==> config.mk <==
export PLATFORM = sky130hd
export DESIGN_NAME = sextium_io_responder
export DESIGN_NICKNAME = d
export VERILOG_FILES = /design/src/rtl/sextium_io_responder.sv
export SDC_FILE = /design/constraint.sdc
export NUM_CORES = 1
export LEC_CHECK = 0
export ABC_AREA = 0
export CAP_MARGIN = 20
export CORE_ASPECT_RATIO = 1.2
export CORE_MARGIN = 8
export CORE_UTILIZATION = 60
export DETAILED_ROUTE_END_ITERATION = 8
export DONT_BUFFER_PORTS = 1
export PLACE_DENSITY = 0.83
export SYNTH_ARGS = -nofsm -noshare
export SYNTH_HDL_FRONTEND = slang
export SYNTH_SLANG_ARGS = --single-unit
==> constraint.sdc <==
create_clock -name clock -period 3.7 [get_ports clock]
set_clock_uncertainty 0.1 [all_clocks]
set_input_delay 0.185 -clock clock [delete_from_list [all_inputs] [get_ports clock]]
set_output_delay 0.185 -clock clock [all_outputs]
set_load 0.02 [all_outputs]
==> src/rtl/sextium_io_responder.sv <==
// Sextium III I/O bus responder: four-phase io_read/io_write handshake with ioack,
// backed by an input FIFO (producer -> core) and an output FIFO (core -> sink).
// Optional wait states are built only when SEXTIUM_IO_WAITSTATE_EN is defined.
module sextium_io_responder #(
  parameter int DEPTH_LOG2 = 3
`ifdef SEXTIUM_IO_WAITSTATE_EN
  , parameter int WAIT_CYCLES = 2
`endif
) (
  input  logic        clock,
  input  logic        reset,
  input  logic        io_read,
  input  logic        io_write,
  input  logic [15:0] io_bus_in,
  output logic [15:0] io_bus_out,
  output logic        ioack,
  input  logic [15:0] in_data,
  input  logic        in_valid,
  output logic        in_ready,
  output logic [15:0] out_data,
  output logic        out_valid,
  input  logic        out_ready
);

  localparam int DEPTH = 2 ** DEPTH_LOG2;
  localparam logic [DEPTH_LOG2:0]   CNT_FULL = DEPTH[DEPTH_LOG2:0];
  localparam logic [DEPTH_LOG2:0]   CNT_ZERO = (DEPTH_LOG2 + 1)'(0);
  localparam logic [DEPTH_LOG2:0]   CNT_ONE  = (DEPTH_LOG2 + 1)'(1);
  localparam logic [DEPTH_LOG2-1:0] PTR_ZERO = DEPTH_LOG2'(0);
  localparam logic [DEPTH_LOG2-1:0] PTR_ONE  = DEPTH_LOG2'(1);

  typedef enum logic [2:0] {
    S_IDLE    = 3'd0,
    S_RD_WAIT = 3'd1,
    S_WR_WAIT = 3'd2,
    S_ACK     = 3'd3
`ifdef SEXTIUM_IO_WAITSTATE_EN
    , S_DELAY = 3'd4
`endif
  } state_t;

  state_t r_state;
  state_t w_next_state;
  state_t w_after_serve;
  logic   r_is_read;
  logic   w_req_live;
  logic   w_ioack;

  logic [15:0]           r_in_mem [DEPTH];
  logic [DEPTH_LOG2-1:0] r_in_wptr, r_in_rptr;
  logic [DEPTH_LOG2:0]   r_in_count;
  logic [15:0]           r_out_mem [DEPTH];
  logic [DEPTH_LOG2-1:0] r_out_wptr, r_out_rptr;
  logic [DEPTH_LOG2:0]   r_out_count;
  logic [15:0]           r_io_bus_out;

  logic w_in_push, w_in_pop, w_out_push, w_out_pop;

  assign in_ready   = (r_in_count != CNT_FULL);
  assign out_valid  = (r_out_count != CNT_ZERO);
  assign out_data   = out_valid ? r_out_mem[r_out_rptr] : 16'h0000;
  assign io_bus_out = r_io_bus_out;
  assign ioack      = w_ioack;

  assign w_in_push  = in_valid & in_ready;
  assign w_in_pop   = (r_state == S_RD_WAIT) && (r_in_count != CNT_ZERO);
  assign w_out_push = (r_state == S_WR_WAIT) && (r_out_count != CNT_FULL);
  assign w_out_pop  = out_valid & out_ready;
  // The request that ends ACK is the one that was served, not whichever is high now.
  assign w_req_live = r_is_read ? io_read : io_write;

`ifdef SEXTIUM_IO_WAITSTATE_EN
  localparam int WCW = (WAIT_CYCLES > 1) ? $clog2(WAIT_CYCLES) : 1;
  localparam logic [WCW-1:0] WAIT_LAST = WCW'(WAIT_CYCLES - 1);
  logic [WCW-1:0] r_wait_cnt;

  assign w_after_serve = (WAIT_CYCLES > 0) ? S_DELAY : S_ACK;

  always_ff @(posedge clock) begin
    if (reset) begin
      r_wait_cnt <= WCW'(0);
    end else if (r_state == S_DELAY) begin
      r_wait_cnt <= r_wait_cnt + WCW'(1);
    end else begin
      r_wait_cnt <= WCW'(0);
    end
  end
`else
  assign w_after_serve = S_ACK;
`endif

  always_ff @(posedge clock) begin
    if (reset) begin
      r_state   <= S_IDLE;
      r_is_read <= 1'b0;
    end else begin
      r_state <= w_next_state;
      if (r_state == S_IDLE) begin
        r_is_read <= io_read;
      end else begin
        r_is_read <= r_is_read;
      end
    end
  end

  always_comb begin
    w_next_state = r_state;
    case (r_state)
      S_IDLE: begin
        if (io_read) begin
          w_next_state = S_RD_WAIT;
        end else if (io_write) begin
          w_next_state = S_WR_WAIT;
        end else begin
          w_next_state = S_IDLE;
        end
      end
      S_RD_WAIT: begin
        if (w_in_pop) w_next_state = w_after_serve;
        else          w_next_state = S_RD_WAIT;
      end
      S_WR_WAIT: begin
        if (w_out_push) w_next_state = w_after_serve;
        else            w_next_state = S_WR_WAIT;
      end
`ifdef SEXTIUM_IO_WAITSTATE_EN
      S_DELAY: begin
        if (r_wait_cnt == WAIT_LAST) w_next_state = S_ACK;
        else                         w_next_state = S_DELAY;
      end
`endif
      S_ACK: begin
        if (!w_req_live) w_next_state = S_IDLE;
        else             w_next_state = S_ACK;
      end
      default: w_next_state = S_IDLE;
    endcase
  end

  always_comb begin
    w_ioack = 1'b0;
    if (r_state == S_ACK) begin
      w_ioack = 1'b1;
    end else begin
      w_ioack = 1'b0;
    end
  end

  always_ff @(posedge clock) begin
    if (reset) begin
      r_io_bus_out <= 16'h0000;
    end else if (w_in_pop) begin
      r_io_bus_out <= r_in_mem[r_in_rptr];
    end else begin
      r_io_bus_out <= r_io_bus_out;
    end
  end

  // Storage arrays are not reset; the counts alone define what is valid.
  always_ff @(posedge clock) begin
    if (w_in_push)  r_in_mem[r_in_wptr]   <= in_data;
    if (w_out_push) r_out_mem[r_out_wptr] <= io_bus_in;
  end

  always_ff @(posedge clock) begin
    if (reset) begin
      r_in_wptr  <= PTR_ZERO;
      r_in_rptr  <= PTR_ZERO;
      r_in_count <= CNT_ZERO;
    end else begin
      if (w_in_push) r_in_wptr <= r_in_wptr + PTR_ONE;
      if (w_in_pop)  r_in_rptr <= r_in_rptr + PTR_ONE;
      case ({w_in_push, w_in_pop})
        2'b10:   r_in_count <= r_in_count + CNT_ONE;
        2'b01:   r_in_count <= r_in_count - CNT_ONE;
        default: r_in_count <= r_in_count;
      endcase
    end
  end

  always_ff @(posedge clock) begin
    if (reset) begin
      r_out_wptr  <= PTR_ZERO;
      r_out_rptr  <= PTR_ZERO;
      r_out_count <= CNT_ZERO;
    end else begin
      if (w_out_push) r_out_wptr <= r_out_wptr + PTR_ONE;
      if (w_out_pop)  r_out_rptr <= r_out_rptr + PTR_ONE;
      case ({w_out_push, w_out_pop})
        2'b10:   r_out_count <= r_out_count + CNT_ONE;
        2'b01:   r_out_count <= r_out_count - CNT_ONE;
        default: r_out_count <= r_out_count;
      endcase
    end
  end

endmodule

==> qor.log <==
[status] outcome finished, final reports clean
[synth] area leader, netlist sky130_fd_sc_hd__edfxtp_1
[die] height of the die 168 um
[final_layout] number of nets in the layout 714
[power] share of total power in combinational logic 19.4%
[place] last weighted congestion value of the routability-driven placer 0.804
[timing] maximum clock frequency 290 MHz
[clocking] Inserted Clock Buffers 28
[final_layout] count of non-filler cells in the finished layout 945
[routing] Detail Route Antenna Nets 0
[die] Die X 143 um
[setup_path] worst endpoint required time 4.07 ns
[setup_path] critical path class flop to flop
[final_layout] share of cells above drive strength 1 23.7%
[routing] number of iterations in the first detailed-routing pass 4
[grt] maximum number of pins on one net before global-route repair 43
[clocking] Root Buffer Master sky130_fd_sc_hd__clkbuf_16
[die] Floorplan Core Area 18900 um2
[synth] share of synthesized flip-flops with an asynchronous set or reset 0%
[grt] total track usage 19.5%
[final_layout] commonest cells after routing, fill and taps aside sky130_fd_sc_hd__edfxtp_1 (256), sky130_fd_sc_hd__mux4_2 (64), sky130_fd_sc_hd__nor2_1 (56)
[synth] sequential share of the synthesized area 73.7%
[final_layout] leading cell type in the layout, fill and taps excluded sky130_fd_sc_hd__edfxtp_1
[timing] Slew Limit Headroom 32.1%
[die] starting density of the core 61.3%
[setup_path] Crit path arrival time 3.81 ns
[setup_path] kind of launch point of the worst setup path flop
[synth] cell area after synthesis 11600 um2
[grt] number of antenna violations at the first check in global routing 0
[routing] total DRC errors in the routed layout 0
[routing] Total Wirelength 23100 um
[place] worst slack after detailed placement 0.779 ns
[synth] flops & latches, synth 298
[final_layout] Layout area overhead 14.8%
[grt] number of global-route vias before repair 6124
[place] dpl hpwl 12900 um
[clocking] Max clock buf depth 3
[routing] Initial DRC Count 437
[setup_path] worst reg-to-reg path cell count 10
[die] area of the die 24000 um2
[synth] synth top area cells sky130_fd_sc_hd__edfxtp_1 (66%), sky130_fd_sc_hd__mux4_2 (12%), sky130_fd_sc_hd__dfxtp_1 (7.3%)
[place] number of cells after detailed placement 851
[timing] final worst slack 0.254 ns
[die] number of I/O pins 73
[timing] RSZ-0062 raised after global routing no
[grt] GRT Residual Overflow 0
[timing] setup TNS 0 ns
[timing] max-slew violation total from the final report 0
[timing] ratio of final minimum period to clock period 93.1%
[clocking] TritonCTS clock tree built
[synth] number of library cell types mapped by synthesis 44
[timing] actual transition at the worst max-transition pin 1.02 ns
[clocking] total number of clock tree sinks 298
[synth] number of synthesized flops with an enable pin 256
[power] power density of the placed cells 653 nW/um2
[timing] Final Hold Vio Count 0
[setup_path] peak fanout along the critical path 8
[run] max-cap violation count 0
[synth] Synth Instances 611
[power] switching power of the nets 2.43 mW
[power] sequential share of power 48.3%
[power] switching share of total power 28.0%
[die] cell row count 55
[place] count of port buffers added during placement 0
[grt] global-route wire length before repair 35300 um
[hold_path] hold-critical path depth 2
[hold_path] type of the worst min-delay path primary input to flop
[timing] time the final worst path needs with I/O delays and setup 3.45 ns
[setup_path] Critical Path Sink Type flop
[clocking] Clock H-tree levels 1
[clocking] clock transition at the registers of the reported paths 0.07 ns
[synth] mean instance size in the synthesized netlist 18.9 um2
[timing] post-route worst hold slack 0.144 ns
[synth] net count of the mapped netlist 659
[timing] setup violation total in the final timing report 0
[final_layout] fill count 1128
[routing] count of vias placed by the detailed router 5764
[routing] Wirelength per Cell 24.5 um
[clocking] clock latency on the worst-skew pair 0.52 ns
[power] Peak supply drop 0.000488 V
[power] Internal Power 6.24 mW
[power] total leakage power 4.20 nW
[power] relative contribution of the clock network to total power 32.2%
[synth] share of the synthesized area in the top cell type 66.5%
[synth] count of warnings emitted by yosys 0
[synth] dominant synthesized flop cell sky130_fd_sc_hd__edfxtp_1
[routing] routed vias/inst 6.10
## power by group through the flow
| stage | registers, mW | clock network, mW | logic [mW] |
|---|---|---|---|
| CTS | 4.20 | 2.82 | 1.71 |
| detailed placement | 4.26 | 0 | 1.60 |
| floorplan | 4.10 | 0 | 1.42 |
| global placement | 4.24 | 0 | 1.53 |
| global route | 4.23 | 2.97 | 1.81 |
| finish | 4.19 | 2.79 | 1.69 |
## metal layers
layer	vias up	share of wire (%)	global-route usage, %
met1	2969	36	22.0
met4	0	2.7	6.81
met5	-	0	0
met3	37	6.9	4.36
met2	214	55	35.6
li1	2544	-	-
## Yosys cell counts, drive strengths merged (3+ instances only)
library cell and instances:
a21oi 11, and2 3, buf 21, clkbuf 11, dfxtp 42, edfxtp 256
ha 10, inv 5, mux2i 21, mux4 64, nand2 12, nand2b 5
nand3 7, nor2 56, nor2b 3, nor3 25, nor3b 3, nor4 3
o21ai 9, o22ai 17, or3 3, xnor2 4, xor2 9
## final timing paths
kind / end / slack, ns / start
setup / recovery: r_in_count[2] / 0.25 / r_in_count[1]
hold / removal: r_in_mem[4][3] / 0.14 / in_valid
setup reg to reg: r_in_count[2] / 0.25 / r_in_count[1]
hold reg to reg: flop / 0.46 / r_out_rptr[2]
## sequential cells by signal, indices dropped and copies added (netlist names), 2 cells and up, named ones only
| register | count |
|---|---|
| r_in_count | 4 |
| r_out_rptr | 3 |
| r_state | 2 |
| io_bus_out | 16 |
| r_out_count | 4 |
| r_out_wptr | 3 |
| r_out_mem | 128 |
| r_in_rptr | 3 |
| r_in_mem | 128 |
| r_in_wptr | 3 |
## through the flow
stage / instance area (um2) / total power, mW / utilization [%]
6_report: 13300 / 8.67 / 70.4
5_1_grt: 13300 / 9.01 / 70.4
4_1_cts: 13200 / 8.73 / 70.2
3_5_place_dp: 11900 / 5.86 / 63.2
3_3_place_gp: 11900 / 5.77 / 63.2
2_1_floorplan: 11600 / 5.53 / -
## worst max-delay path, stage by stage, from the launching register on
cell                            delay (ns)
sky130_fd_sc_hd__dfxtp_1              0.38
sky130_fd_sc_hd__or4b_1               0.75
sky130_fd_sc_hd__nand2_4              0.25
sky130_fd_sc_hd__ha_1                 0.30
sky130_fd_sc_hd__xor2_1               0.21
sky130_fd_sc_hd__ha_1                 0.18
sky130_fd_sc_hd__a21oi_1              0.05
sky130_fd_sc_hd__xor2_1               0.16
sky130_fd_sc_hd__or3_1                0.31
sky130_fd_sc_hd__a21oi_1              0.15
sky130_fd_sc_hd__dlygate4sd3_1        0.56
## layout make-up
cell class	instances	area [um2]	share of cell area [%]
multi-input combinational	276	2940	22.1
inverter	5	18.8	0.141
timing repair buffer	57	558	4.20
sequential	298	8530	64.2
tap	256	320	2.41
antenna	1	2.50	0.0188
clock inverter	10	78.8	0.594
clock buffer	42	835	6.28
## cells by family (layout without fill, tap and decap cells)
group,Yosys count,after routing,share of synthesized area (%)
flops,298,298,73.7
simple gates,126,126,5.99
mux,87,87,14.5
compound gates,40,40,2.03
buf+inv,37,114,1.69
xor+xnor,13,13,0.985
fa+ha+maj,10,10,1.08
other cells,0,1,0
## what timing repair did
item	CTS	global route
setup endpoints to repair	0	1
resized for setup	0	1
setup buffers	0	0
hold endpoints to repair	298	0
hold buffers	40	0
(Power assumes the default switching activity.)
